$ cat config.mk
export PLATFORM = sky130hd
export DESIGN_NAME = vend_ctrl_multi
export DESIGN_NICKNAME = d
export VERILOG_FILES = /design/src/rtl/vend_ctrl_multi.sv
export SDC_FILE = /design/constraint.sdc
export NUM_CORES = 1
export LEC_CHECK = 0
export ABC_AREA = 1
export CAP_MARGIN = 20
export CORE_MARGIN = 1.5
export CORE_UTILIZATION = 50
export CTS_CLUSTER_DIAMETER = 50
export DETAILED_ROUTE_END_ITERATION = 16
export HOLD_SLACK_MARGIN = 0.03
export MAX_ROUTING_LAYER = met4
export PLACE_DENSITY = 0.77
export SETUP_SLACK_MARGIN = 0.3
export SYNTH_ARGS = -nofsm -noshare
export SYNTH_HDL_FRONTEND = slang
export SYNTH_SLANG_ARGS = --single-unit
$ cat constraint.sdc
create_clock -name clk -period 3.1 [get_ports clk]
set_input_delay 0.465 -clock clk [delete_from_list [all_inputs] [get_ports clk]]
set_output_delay 0.465 -clock clk [all_outputs]
set_load 0.02 [all_outputs]
$ cat src/rtl/vend_ctrl_multi.sv
// ---------------------------------------------------------------------------
// vend_ctrl_multi
//
// Parametrised vending controller. Accepts coins into a bounded credit
// register, sells one of NUM_ITEMS products (each with its own price and
// stock counter), and returns remaining credit coin-by-coin to the change
// hopper over a valid/ready handshake.
//
// Ports
//   clk           clock
//   reset         asynchronous, active-high
//   coin_valid    coin present this cycle
//   coin_type     0=5, 1=10, 2=20, 3=invalid
//   coin_ready    controller can take a coin this cycle (combinational)
//   coin_reject   one-cycle pulse: coin refused
//   sel_valid     selection request
//   sel_idx       selected item index
//   cancel        refund request
//   restock       reload every stock counter to INIT_STOCK
//   dispense      one-hot one-cycle pulse for the item sold
//   sold_out      pulse: selected item has no stock
//   insufficient  pulse: credit below the selected item's price
//   sel_error     pulse: sel_idx out of range
//   change_valid  a change coin is offered
//   change_coin   0=5, 1=10, 2=20 (meaningful only with change_valid)
//   change_ready  hopper accepts the offered coin
//   credit        current credit
//   busy          controller is returning change
//   empty         bit i set when item i has no stock
// ---------------------------------------------------------------------------
module vend_ctrl_multi #(
  parameter int                            NUM_ITEMS  = 4,
  parameter int                            CREDIT_W   = 8,
  parameter logic [NUM_ITEMS*CREDIT_W-1:0] PRICES     = {8'd100, 8'd75, 8'd50, 8'd25},
  parameter int                            MAX_CREDIT = 200,
  parameter int                            STOCK_W    = 4,
  parameter int                            INIT_STOCK = 8
) (
  input  logic                 clk,
  input  logic                 reset,
  input  logic                 coin_valid,
  input  logic [1:0]           coin_type,
  output logic                 coin_ready,
  output logic                 coin_reject,
  input  logic                 sel_valid,
  input  logic [3:0]           sel_idx,
  input  logic                 cancel,
  input  logic                 restock,
  output logic [NUM_ITEMS-1:0] dispense,
  output logic                 sold_out,
  output logic                 insufficient,
  output logic                 sel_error,
  output logic                 change_valid,
  output logic [1:0]           change_coin,
  input  logic                 change_ready,
  output logic [CREDIT_W-1:0]  credit,
  output logic                 busy,
  output logic [NUM_ITEMS-1:0] empty
);

  typedef logic [CREDIT_W-1:0] cred_t;
  typedef logic [CREDIT_W:0]   cred_ext_t;   // one extra bit for the overflow compare
  typedef logic [STOCK_W-1:0]  stock_t;

  typedef enum logic {IDLE, CHANGE} state_t;

  state_t               state_reg;
  cred_t                credit_reg;
  logic [NUM_ITEMS-1:0] dispense_reg;
  logic                 coin_reject_reg;
  logic                 sold_out_reg;
  logic                 insufficient_reg;
  logic                 sel_error_reg;

  // -------------------------------------------------------------------------
  // Per-item price table, stock counters and selection decode
  // -------------------------------------------------------------------------
  cred_t                price_arr [NUM_ITEMS];
  stock_t               stock_arr [NUM_ITEMS];
  logic [NUM_ITEMS-1:0] sel_match;
  logic                 buy;

  genvar gi;
  generate
    for (gi = 0; gi < NUM_ITEMS; gi++) begin : gen_item
      stock_t stock_reg;

      assign price_arr[gi] = PRICES[gi*CREDIT_W +: CREDIT_W];
      assign stock_arr[gi] = stock_reg;
      // No match when sel_idx is out of range, so sel_match doubles as the
      // range check and as the one-hot dispense pattern.
      assign sel_match[gi] = (sel_idx == 4'(gi));
      assign empty[gi]     = (stock_reg == '0);

      // Restock takes precedence over a same-cycle sale.
      always_ff @(posedge clk or posedge reset) begin
        if (reset) begin
          stock_reg <= stock_t'(INIT_STOCK);
        end else if (restock) begin
          stock_reg <= stock_t'(INIT_STOCK);
        end else if (buy && sel_match[gi]) begin
          stock_reg <= stock_reg - 1'b1;
        end
      end
    end
  endgenerate

  logic   idx_ok;
  cred_t  sel_price;
  stock_t sel_stock;

  assign idx_ok = |sel_match;

  always_comb begin
    sel_price = '0;
    sel_stock = '0;
    for (int i = 0; i < NUM_ITEMS; i++) begin
      if (sel_match[i]) begin
        sel_price = price_arr[i];
        sel_stock = stock_arr[i];
      end
    end
  end

  // A sale only happens from IDLE when no cancel outranks the selection.
  assign buy = (state_reg == IDLE) && !cancel && sel_valid && idx_ok &&
               (sel_stock != '0) && (credit_reg >= sel_price);

  // -------------------------------------------------------------------------
  // Coin value and ceiling check
  // -------------------------------------------------------------------------
  cred_ext_t coin_val;
  cred_ext_t coin_sum;
  logic      coin_bad;

  always_comb begin
    case (coin_type)
      2'd0:    coin_val = cred_ext_t'(5);
      2'd1:    coin_val = cred_ext_t'(10);
      2'd2:    coin_val = cred_ext_t'(20);
      default: coin_val = '0;
    endcase
  end

  assign coin_sum = {1'b0, credit_reg} + coin_val;
  assign coin_bad = (coin_type == 2'd3) || (coin_sum > cred_ext_t'(MAX_CREDIT));

  // -------------------------------------------------------------------------
  // Change coin: largest denomination that still fits in the credit.
  // Credit is always a multiple of 5, so the 5 coin covers the remainder.
  // -------------------------------------------------------------------------
  logic [1:0] change_code;
  cred_t      change_amt;

  always_comb begin
    if (credit_reg >= cred_t'(20)) begin
      change_code = 2'd2;
      change_amt  = cred_t'(20);
    end else if (credit_reg >= cred_t'(10)) begin
      change_code = 2'd1;
      change_amt  = cred_t'(10);
    end else begin
      change_code = 2'd0;
      change_amt  = cred_t'(5);
    end
  end

  // -------------------------------------------------------------------------
  // Controller FSM
  // -------------------------------------------------------------------------
  always_ff @(posedge clk or posedge reset) begin
    if (reset) begin
      state_reg        <= IDLE;
      credit_reg       <= '0;
      dispense_reg     <= '0;
      coin_reject_reg  <= 1'b0;
      sold_out_reg     <= 1'b0;
      insufficient_reg <= 1'b0;
      sel_error_reg    <= 1'b0;
    end else begin
      // Pulses last one cycle unless re-armed below.
      dispense_reg     <= '0;
      coin_reject_reg  <= 1'b0;
      sold_out_reg     <= 1'b0;
      insufficient_reg <= 1'b0;
      sel_error_reg    <= 1'b0;

      case (state_reg)
        IDLE: begin
          if (cancel) begin
            if (credit_reg != '0) begin
              state_reg <= CHANGE;
            end
          end else if (sel_valid) begin
            if (!idx_ok) begin
              sel_error_reg <= 1'b1;
            end else if (sel_stock == '0) begin
              sold_out_reg <= 1'b1;
            end else if (!buy) begin
              insufficient_reg <= 1'b1;
            end else begin
              dispense_reg <= sel_match;
              credit_reg   <= credit_reg - sel_price;
              if (credit_reg != sel_price) begin
                state_reg <= CHANGE;
              end
            end
          end else if (coin_valid) begin
            if (coin_bad) begin
              coin_reject_reg <= 1'b1;
            end else begin
              credit_reg <= coin_sum[CREDIT_W-1:0];
            end
          end
        end

        CHANGE: begin
          // Coin and credit stay put until the hopper takes the coin.
          if (change_ready) begin
            if (credit_reg <= change_amt) begin
              credit_reg <= '0;
              state_reg  <= IDLE;
            end else begin
              credit_reg <= credit_reg - change_amt;
            end
          end
        end

        default: begin
          state_reg <= IDLE;
        end
      endcase
    end
  end

  // -------------------------------------------------------------------------
  // Outputs
  // -------------------------------------------------------------------------
  assign coin_ready   = (state_reg == IDLE) && !sel_valid && !cancel;
  assign coin_reject  = coin_reject_reg;
  assign dispense     = dispense_reg;
  assign sold_out     = sold_out_reg;
  assign insufficient = insufficient_reg;
  assign sel_error    = sel_error_reg;
  assign change_valid = (state_reg == CHANGE);
  assign change_coin  = change_code;
  assign credit       = credit_reg;
  assign busy         = (state_reg != IDLE);

endmodule

; Word-level counts from Yosys, hierarchy flattened
; Cells that the tools add are included.
; Widths: inputs -> output; s select.
[totals]
register_bits = 33
word_cells = 134
[op_classes]
n_eq_ne = 14
bitwise = 1
reduce_logical = 29
magnitude_cmp = 5
n_mux = 67
add_sub_neg = 7
[op_table]
columns = cell, count
row1 = $mux 8, 12
row2 = $mux 4, 19
row3 = $mux 1, 30
row4 = $logic_not 4->1, 6
row5 = $pmux 8 s2, 1
row6 = $sub 4x1->4 const B, 4
row7 = $sub 8x8->8, 2
row8 = $ne 3x3->1 const B, 5
row9 = $pmux 5 s3, 1
row10 = $logic_and 1x1->1, 11
row11 = $mux 5, 2
row12 = $add 8x9->9, 1
row13 = $gt 9x8->1 const B, 1
row14 = $eq 4x2->1 const B, 2
row15 = $ge 8x4->1 const B, 1
row16 = $ge 8x5->1 const B, 1
row17 = $ge 8x8->1, 1
row18 = $le 8x8->1, 1
row19 = $ne 8x8->1, 1
row20 = $reduce_bool 2->1, 4
row21 = $reduce_bool 8->1, 1
row22 = $reduce_and 7->1, 1
row23 = $eq 2x2->1 const B, 2
row24 = $eq 4x1->1 const B, 1
row25 = other kinds (10), 12

; Logic depth before layout (Yosys ltp)
; Gate-level depths: netlist (run 1).
[logic_depth]
depth_word = 14
ltp_mapped = 22
depth_no_buf = 22

; Worst setup path after synthesis (run 1)
; OpenSTA, ideal clock, no wires.
[synth_path]
path_type = reg2reg
start = register credit_reg[7], in the netlist credit[7]
end = register credit_reg[5], in the netlist credit[5]
period_less_slack_ps = 3200
required_ps = 2983
setup_time_ps = 117
arrival_ps = 3083
stages_incl_launch_ff = 21
path_slack_ps = -100
path_buffers = 1
cell_sequence = dfrtp_1 > buf_2 > inv_1 > nand2_1 > nor2_1 > inv_1 > a21oi_1 > inv_1 > nor2_1 > inv_1 > ha_1 > a21oi_1 > nand2_1 > nand2_1 > nand4_1 > nand3_1 > inv_1 > a21oi_1 > o21ai_0 > nand3_1 > nand2_1
[synth_via]
elab_chain_cells = 7
word_cells_on_any_way = 17
[synth_rtl]
columns = item, line_no
row1 = start: declaration, 68  ; cred_t credit_reg;
row2 = start signal: assignment, 203  ; credit_reg <= credit_reg - sel_price;
row3 = start signal: assignment, 212  ; credit_reg <= coin_sum[CREDIT_W-1:0];
row4 = start signal: assignment, 224  ; credit_reg <= credit_reg - change_amt;
row5 = $ge 8x4->1, 159  ; end else if (credit_reg >= cred_t'(10)) begin
row6 = $mux 4, 159
row7 = $mux 5, 156  ; if (credit_reg >= cred_t'(20)) begin
row8 = $sub 8x8->8 / $le 8x8->1 (equally long branches), "224, 220"
row9 = $mux 8, 220  ; if (credit_reg <= change_amt) begin
row10 = $mux 8, 219  ; if (change_ready) begin
row11 = $pmux 8 s2, 188  ; case (state_reg)
; Several ways; a longest one is shown, not always the timed one. The select of a mux whose other input is x is not followed.
; A chain may end at the register's enable or synchronous reset.

; Final worst setup path (run 1)
[layout_path]
start = register credit_reg[7], in the netlist credit[7]
end = register credit_reg[7], in the netlist credit[7]
[layout_via]
elab_chain_cells = 7
word_cells_on_any_way = 25
[layout_rtl]
columns = item, line_no
row1 = $ge 8x4->1 / $sub 8x8->8 (equally long branches), "159, 203"
row2 = $mux 4 / $mux 8 (equally long branches), "159, 199"
row3 = $mux 5 / $mux 8 (equally long branches), "156, 197"
row4 = "$sub 8x8->8, or another cell as far along", 224
row5 = $mux 8 (on tied branches), "220, 194"
row6 = $mux 8 (on tied branches), "219, 190"
row7 = $pmux 8 s2, 188
; Several ways; a longest one is shown, not always the timed one. The select of a mux whose other input is x is not followed.

==> flow_summary.ini, run 1 <==
[global_route]
grt_pass1_vias = 2647
grtUsageTotal_pct = 26.1
maximum_number_of_pins_on_one_net_before_global_route_repair = 34
grt_pass1_wl_mm = 12.3
overflow = 0
grt_antenna_before_repair = 0

[placed_design]
portBuffers = 37
detailed_place_hpwl_mm = 5.90
routabilityCongestion = 0.944
dp.cells = 545
dpl_cell_area_um2 = 3500
dpl_worst_slack_ps = -53.2

[yosys]
synth_top_cells_by_area = dfrtp_1 (25%), nand2_1 (14%), ha_1 (10%)
syn-mean-instance-area_um2 = 6.84
yosysWarnings = 0
syn-instance-count = 424
yosys-top-cells-count = nand2_1 (111), inv_1 (65), nand3_1 (40), nor2_1 (39), dfrtp_1 (29)
synth-main-ff-cell = dfrtp_1
post-synth-top-count-cell = nand2_1
ys_seq_area_share_pct = 28.7
async_flop_share_pct = 100
summed_instance_area_of_the_synthesized_netlist_um2 = 2900
netlist.area_leader.share_pct = 25.0
synthDominantAreaCellType = dfrtp_1
synth-edff-count = 0
synthDistinctLibCells = 43
syn_nets = 463
synth.ff_latch_count = 33

[die]
dieWidth_um = 79.1
die_outline_area_um2 = 6260
io_pins = 38
core_area_um2 = 5540
die_h_um = 79.1
placementRows = 27
initial_core_util_pct = 52.3

[pwr]
ir_worst_vdd_mv = 0.682
pwr_density_cell_nw_per_um2 = 910
pleak_uw = 0.00195

[timing]
worst_slew_pin_slew_ps = 474
timing.fmax_ghz = 0.371
share_of_the_cycle_needed_by_the_critical_path_after_routing_pct = 87.0
grt_setup_unrepaired = yes
hold_viol = 0
maxSlewViolCount = 0
setup_viol_count_final = 0
maxSlewHeadroom_pct = 68.2
fin_crit_ps = 2700
worst_slack_ps = 403
skew_ps = 8.62

[critical_path]
cp.arrival_ps = 2920
critPathMaxFanout = 4
timing.critical_path.cells = inv_2 -> nand2_4 -> nor2_4 -> inv_2 -> or2_4 -> a21oi_4 -> buf_4 -> nor2_4 -> inv_4 -> ha_4 -> nand2_1 -> inv_1 -> nand4_1 -> o211ai_1 -> nor3_2 -> xor2_1 -> nand2_1 -> nand2_1 -> nand3_1 -> nand2_1
crit_path_max_cell_delay_ps = 420
worst_path_most_repeated_cell = nand2_1
worst-setup-path-type = reg2reg
cp.required_ps = 3320
worstSetupStartpointType = register
critPathSlowestCell = dfrtp_2
worstSetupEndpointType = register

[final_layout]
post_route_cells_drive_above_1_share_pct = 19.7
net_total_in_the_final_layout = 531
final_cell_area_um2 = 3830
largest_register_ffs = 16
syn2layout_area_growth_pct = 32.2
final_util_pct = 69.2
fin_cells = 565
insertedDiodeCount = 0

[drt]
antenna_left = 0
vias = 2970
avgRoutedWirePerCell_um = 13.9
initialDrtViolationCount = 239
detailedRoute.firstPassIterationCount = 4
via_per_inst = 5.26
drc = 0
postRouteWirelength_mm = 7.84

[run]
max-cap-violations = 0

[clock_network]
clkLatencyLatePin_ps = 290
post_cts_hold_buffer_count = 0
clk_pin_slew_ps = 70
cts_sinks = 33
clock_tree.buffer_depth = 2
ctsHtreeMaxLevel = 2
tritoncts = built
cts_buffers = 5
clk_root_buffer_cell = clkbuf_8

[outcome]
status = complete, no violations

[min_path]
min_path_type = in2reg
per-stage QoR:
step           power (uW)  hold WS, ps  setup TNS (ps)
3_3_place_gp         2640          457           -29.8
5_1_grt              3740          455               0
6_report             3490          435               0
3_5_place_dp         2660          471            -180
4_1_cts              3130          480               0
2_1_floorplan        2050          444               0
final timing paths:
| check | slack, ps | cells after the start | startpoint | endpoint |
|---|---|---|---|---|
| setup / recovery | 400 | 20 | credit[7] | credit[7] |
| hold / removal | 430 | 2 | sel_idx[2] | sold_out |
| setup reg to reg | 400 | 20 | credit[7] | credit[7] |
| hold reg to reg | 480 | 2 | gen_item[3].stock_reg[3] | gen_item[3].stock_reg[3] |
| max in group asynchronous | 2200 | 3 | reset | gen_item[3].stock_reg[3] |
| min in group asynchronous | 560 | 3 | reset | sold_out |
kinds of logic after synthesis:
| family | count (synthesis) | share of synthesized area [%] |
|---|---|---|
| AOI/OAI and AO/OA | 50 | 10.4 |
| xor gates and xnor gates | 7 | 2.11 |
| adders and majority gates | 26 | 11.7 |
| buffers and inverters | 76 | 10.2 |
| DFF | 33 | 28.7 |
| and+or+nand+nor | 232 | 36.9 |
critical path: cells and delay by family (launching register included):
kind	cells	cell delay [ps]
fa+ha+maj	1	220
compound gates	2	310
simple gates	11	1140
buf+inv	5	360
xor+xnor	1	170
flops	1	420
placed cells by master, fill, tap and decap left out, drive strengths merged, types with 4 or more instances in the layout:
cell type      instances
dfstp                  4
inv                   69
nand4                 10
nor3                   8
clkbuf                 7
a21oi                 18
nor2                  44
o21ai                 21
dfrtp                 29
ha                    24
buf                   29
clkdlybuf4s50         31
xor2                   4
nand3                 42
o211ai                 4
dlymetal6s2s           6
nand2                118
power breakdown:
part	leakage [uW]	switching, uW	internal, uW
Sequential	0.000429	82.1	491
Combinational	0.00146	1420	1070
Clock	0.0000585	158	262
Total	0.00195	1660	1820
layout make-up:
cell class / count / area [um2]
Clock buffer: 7 / 86.3
Clock inverter: 1 / 30.0
Fill cell: 478 / 1710
Inverter: 70 / 268
Multi-Input combinational cell: 316 / 1900
Sequential cell: 33 / 833
Tap cell: 72 / 90.1
Timing Repair Buffer: 66 / 622
timing repair:
action                     4_1_cts  5_1_grt
buffers inserted                 1       10
cloned                           0        1
pin swaps                        1       16
gates resized for setup          4       42
setup endpoints to repair       12       24
routing by layer:
layer  track usage [%]  vias to the layer above  share of wire, %  wire (um)
met3              6.44                       11               6.6        516
met4              7.54                        0               1.0         79
met5                 -                        -                 0          0
met2              37.9                       88                45       3520
met1              36.0                     1366                47       3720
li1                  -                     1505                 -          -
Power figures use the tool's default switching activity.
==> run 2, diff against run 1 <==
--- a/config.mk
+++ b/config.mk
@@ -11,10 +11,10 @@
 export CORE_UTILIZATION = 50
 export CTS_CLUSTER_DIAMETER = 50
 export DETAILED_ROUTE_END_ITERATION = 16
+export GPL_TIMING_DRIVEN = 0
 export HOLD_SLACK_MARGIN = 0.03
 export MAX_ROUTING_LAYER = met4
 export PLACE_DENSITY = 0.77
-export SETUP_SLACK_MARGIN = 0.3
 export SYNTH_ARGS = -nofsm -noshare
 export SYNTH_HDL_FRONTEND = slang
 export SYNTH_SLANG_ARGS = --single-unit
==> run 2 against run 1 <==
Compared with the run above:
- die area did not move
- clock power shrank 20%
- utilization is 3.7 points lower
- largest power group unchanged
- highest routed layer unchanged
==> flow_summary.ini, run 2 (same netlist as run 1, synthesis figures left out) <==
[pwr]
sequential_cell_fraction_of_total_power_pct = 19.2
p_int_uw = 1570
pleak_uw = 0.00181
power_uw = 3120
pwr_density_cell_nw_per_um2 = 860
power.net_switching_uw = 1550
clockPowerShare_pct = 10.8
ir_worst_vdd_mv = 0.570
combinational_power_share_pct = 70.1
p_sw_share_pct = 49.8

[die]
dieWidth_um = 79.1
initial_core_util_pct = 52.3
placementRows = 27
core_area_um2 = 5540
die_h_um = 79.1
die_outline_area_um2 = 6260
io_pins = 38

[drt]
antenna_left = 0
via_per_inst = 5.49
detailedRoute.firstPassIterationCount = 5
postRouteWirelength_mm = 7.45
avgRoutedWirePerCell_um = 13.6
vias = 3014
initialDrtViolationCount = 221
drc = 0

[final_layout]
seqCellArea_um2 = 833
final_cell_area_um2 = 3630
layout.cells.most_common_list = nand2_1 (109), inv_1 (59), nand3_1 (38)
count_of_filler_cells_inserted_in_the_layout = 506
final_util_pct = 65.5
insertedDiodeCount = 0
final_common_cell = nand2_1
net_total_in_the_final_layout = 515
post_route_cells_drive_above_1_share_pct = 14.9
fin_cells = 549
largest_register_ffs = 16
multiInputGateArea_um2 = 1850
syn2layout_area_growth_pct = 25.1

[clock_network]
clock_tree.buffer_depth = 2
cts_sinks = 33
clk_root_buffer_cell = clkbuf_8
ctsHtreeMaxLevel = 2
tritoncts = built
clkLatencyLatePin_ps = 290
cts_buffers = 5
clk_pin_slew_ps = 70
post_cts_hold_buffer_count = 0

[critical_path]
worstSetupStartpointType = input pin
cp.required_ps = 3280
critPathSlowestCell = clkdlybuf4s50_1
critPathMaxFanout = 8
timing.critical_path.cells = clkdlybuf4s50_1 -> nor2_4 -> nand2_2 -> nor2_2 -> inv_1 -> nand2_2 -> fa_2 -> o21ai_2 -> inv_1 -> o211ai_2 -> nand3_4 -> a21oi_4 -> nand2_4 -> nand2_1 -> nand2_1
cp_num_buf_inv = 3
worstSetupEndpointType = register
crit_path_max_cell_delay_ps = 530
regToRegSetupSlack_ps = 210
cp.arrival_ps = 3090
critical-path-top-delay-family = simple AND/OR/NAND/NOR gates
worst-setup-path-type = in2reg

[global_route]
grt_util_met2_pct = 39.3
grt_antenna_before_repair = 0
grt_pass1_wl_mm = 12.2
groute.layer.met1.usage_pct = 34.9
global_route.peak_usage_layer = met2
globalRouteMet3Util_pct = 3.56
grtUsageTotal_pct = 25.6
grt_pass1_vias = 2672
overflow = 0
maximum_number_of_pins_on_one_net_before_global_route_repair = 24

[timing]
maxSlewViolCount = 0
fin_crit_ps = 2910
setup_viol_count_final = 0
worst_slack_ps = 191
timing.fmax_ghz = 0.344
worst_slew_pin_slew_ps = 592
hold_viol = 0
share_of_the_cycle_needed_by_the_critical_path_after_routing_pct = 93.9
maxSlewHeadroom_pct = 60.4
skew_ps = 5.61

[placed_design]
detailed_place_hpwl_mm = 5.81
routabilityCongestion = 0.938
dp.cells = 533
portBuffers = 36
dpl_cell_area_um2 = 3380
dpl_worst_slack_ps = -306

[outcome]
status = complete, no violations

[min_path]
min_path_type = in2async

[run]
max-cap-violations = 0
[run 2: cell types whose count changed in the layout (fill, tap and decap cells not counted), sizes merged]
cell,before,now
buf,29,14
dlymetal6s2s,6,0
clkdlybuf4s50,31,36
clkbuf,7,9
bufinv,1,0
nand2,118,117
[run 2: routing by layer]
| layer | wire, um | share of wire [%] | vias to the layer above |
|---|---|---|---|
| met1 | 3410 | 46 | 1409 |
| met2 | 3390 | 46 | 111 |
| li1 | - | - | 1482 |
| met4 | 131 | 1.8 | 0 |
| met5 | 0 | 0 | - |
| met3 | 517 | 6.9 | 12 |
[run 2: through the flow]
stage	hold WS (ps)	setup TNS, ps
after floorplan	444	0
after global placement	452	-2610
after detailed placement	482	-3950
after CTS	491	0
after global routing	519	-5.86
final	485	0
[run 2: layout make-up]
cell class                      instances  area share [%]
Inverter                               70            7.38
Multi-Input combinational cell        315            50.9
Clock buffer                            8            2.48
Timing Repair Buffer                   45            12.7
Sequential cell                        33            23.0
Tap cell                               72            2.48
Buffer                                  6            1.10
[run 2: worst paths after layout]
check,start,end,cells after the start
hold reg to reg,gen_item[3].stock_reg[3],gen_item[3].stock_reg[3],2
min in group clk,gen_item[3].stock_reg[3],gen_item[3].stock_reg[3],2
max in group asynchronous,reset,gen_item[3].stock_reg[3],3
hold / removal,reset,gen_item[1].stock_reg[0],2
setup / recovery,sel_idx[2],credit[1],15
setup reg to reg,credit[7],credit[5],20
[run 2: power by group through the flow]
stage	combinational [uW]	sequential (uW)	clock (uW)
4_1_cts	2000	585	341
6_report	2190	597	336
3_5_place_dp	1930	591	0
5_1_grt	2430	604	363
3_3_place_gp	1900	590	0
2_1_floorplan	1370	617	0
[run 2: what timing repair did]
action | in CTS | in global routing
gates resized for setup | 6 | 27
setup buffers | 2 | 6
endpoints found under the setup margin | 5 | 23
pin swaps | 1 | 10
==> run 3, diff against run 2 <==
--- a/config.mk
+++ b/config.mk
@@ -11,7 +11,6 @@
 export CORE_UTILIZATION = 50
 export CTS_CLUSTER_DIAMETER = 50
 export DETAILED_ROUTE_END_ITERATION = 16
-export GPL_TIMING_DRIVEN = 0
 export HOLD_SLACK_MARGIN = 0.03
 export MAX_ROUTING_LAYER = met4
 export PLACE_DENSITY = 0.77
==> run 3 against run 2 <==
Compared with the run above:
- maximum frequency shrank 1.7%
- highest routed layer unchanged
- clock power up 5%
- critical endpoint unchanged
- routed wire length up 0.36%
- critical path depth is 4 higher
- largest power group unchanged
- die area did not move
- combinational power about the same
==> flow_summary.ini, run 3 (same netlist as run 1, synthesis figures left out) <==
[drt]
vias = 2995
postRouteWirelength_mm = 7.48
initialDrtViolationCount = 210
via_per_inst = 5.41
detailedRoute.firstPassIterationCount = 5
drc = 0
antenna_left = 0
avgRoutedWirePerCell_um = 13.5

[global_route]
grt_pass1_wl_mm = 12.6
overflow = 0
maximum_number_of_pins_on_one_net_before_global_route_repair = 23
grt_antenna_before_repair = 0
grt_pass1_vias = 2740
grtUsageTotal_pct = 26.1

[critical_path]
regToRegSetupSlack_ps = 140
timing.rr.end = credit[1]
worst-setup-path-type = reg2reg
crit_path_max_cell_delay_ps = 380
cp.required_ps = 3280
worstSetupEndpointType = register
cp_num_buf_inv = 4
reg2regPathDepth = 19
cp.arrival_ps = 3140
worst_path_most_repeated_cell = nand2_1
critPathMaxFanout = 5
critPathSlowestCell = dfrtp_1
timing.critical_path.cells = inv_1 -> nand2_1 -> nor2_1 -> inv_1 -> or2_2 -> a21oi_4 -> ha_1 -> inv_1 -> fa_2 -> nand2_1 -> nand2_1 -> nand2_1 -> nand4_1 -> nand3_2 -> inv_2 -> nand2_1 -> o311ai_0 -> nand3_1 -> nand2_1
critical-path-top-delay-family = simple AND/OR/NAND/NOR gates
critical_path.reg2reg.startpoint = credit[6]
worstSetupStartpointType = register

[clock_network]
tritoncts = built
clkLatencyLatePin_ps = 280
cts_buffers = 5
post_cts_hold_buffer_count = 0
clk_pin_slew_ps = 70
cts_sinks = 33
post_cts.repair.setup_buffers = 0
clock_tree.buffer_depth = 2
clk_root_buffer_cell = clkbuf_8
ctsHtreeMaxLevel = 2

[final_layout]
net_total_in_the_final_layout = 520
count_of_filler_cells_inserted_in_the_layout = 507
syn2layout_area_growth_pct = 24.3
multiInputGateArea_um2 = 1810
post_route_cells_drive_above_1_share_pct = 13.7
insertedDiodeCount = 0
final_common_cell = nand2_1
layout.cells.most_common_list = nand2_1 (111), inv_1 (63), nand3_1 (39)
seqCellArea_um2 = 831
largest_register_ffs = 16
fin_cells = 554

[min_path]
min_path_type = reg2reg
timing.hold.worst_endpoint = gen_item[3].stock_reg[3]
min_delay_path_depth = 2
worst_hold_startpoint = gen_item[3].stock_reg[3]

[timing]
worst_slack_ps = 139
maxSlewHeadroom_pct = 46.5
grt_setup_unrepaired = no
share_of_the_cycle_needed_by_the_critical_path_after_routing_pct = 95.5
hold_viol = 0
fin_crit_ps = 2960
skew_ps = 7.28
setup_viol_count_final = 0
maxSlewViolCount = 0
timing.fmax_ghz = 0.338
worst_slew_pin_slew_ps = 802

[pwr]
power.net_switching_uw = 1540
ir_worst_vdd_mv = 0.555
combinational_power_share_pct = 70.6
pwr_density_cell_nw_per_um2 = 858
pleak_uw = 0.00183
p_sw_share_pct = 49.7
sequential_cell_fraction_of_total_power_pct = 18.0
clockPowerShare_pct = 11.4
p_int_uw = 1550

[placed_design]
dpl_worst_slack_ps = -64.0
portBuffers = 37
routabilityCongestion = 0.924
detailed_place_hpwl_mm = 6.02
dp.cells = 546

[die]
die_h_um = 79.1
die_outline_area_um2 = 6260
placementRows = 27
dieWidth_um = 79.1
initial_core_util_pct = 52.3
io_pins = 38
core_area_um2 = 5540

[outcome]
status = complete, no violations

[run]
max-cap-violations = 0
[run 3: changes by cell type in the layout (fill, tap and decap cells not counted), sizes merged]
cell,change
buf,+5
clkbuf,-2
clkdlybuf4s50,+1
clkinv,+1
[run 3: through the flow]
stage	instance area, um2	TNS [ps]	util [%]	hold WS [ps]	power, uW
floorplan	2900	0	-	444	1990
global placement	3470	0	62.6	459	2580
detailed placement	3470	-139	62.6	469	2640
CTS	3580	0	64.5	481	3000
global route	3600	0	65.0	498	3330
finish	3600	0	65.0	474	3090
[run 3: layout make-up]
cell class	count	share of cell area (%)
Clock buffer	7	2.67
Timing Repair Buffer	56	14.2
Clock inverter	1	0.139
Tap cell	72	2.50
Multi-Input combinational cell	315	50.1
Sequential cell	33	23.1
Inverter	70	7.29
[run 3: per-layer routing]
metal / vias up / part of all wire, % / global-route usage (%)
met5: - / 0 / -
met3: 11 / 6.3 / 4.25
li1: 1490 / - / -
met4: 0 / 1.1 / 4.39
met2: 101 / 45 / 40.1
met1: 1393 / 48 / 36.8
[run 3: what timing repair did]
action | 4_1_cts | 5_1_grt
hold endpoints to repair | 0 | 0
endpoints found under the setup margin | 1 | 7
gates resized for setup | 1 | 12
[run 3: tightest hold or removal path: stages, from the launching register on]
cell     delay [ps]
dfstp_2         370
o31ai_1          50
nand2_1          50
[run 3: power by group through the flow]
| stage | Clock, uW | Combinational, uW | Sequential, uW |
|---|---|---|---|
| after floorplan | 0 | 1370 | 617 |
| after global placement | 0 | 2020 | 558 |
| after detailed placement | 0 | 2080 | 557 |
| after CTS | 358 | 2100 | 550 |
| after global routing | 383 | 2390 | 558 |
| final | 353 | 2180 | 555 |
[run 3: worst max path at each step]
stage / startpoint / endpoint / cells after the start
after floorplan: credit[7] / credit[5] / 20
after global placement: sel_idx[3] / gen_item[3].stock_reg[1] / 14
after detailed placement: sel_idx[2] / gen_item[3].stock_reg[0] / 13
after CTS: credit[7] / credit[1] / 19
after global routing: credit[6] / credit[5] / 19
final: credit[6] / credit[1] / 19
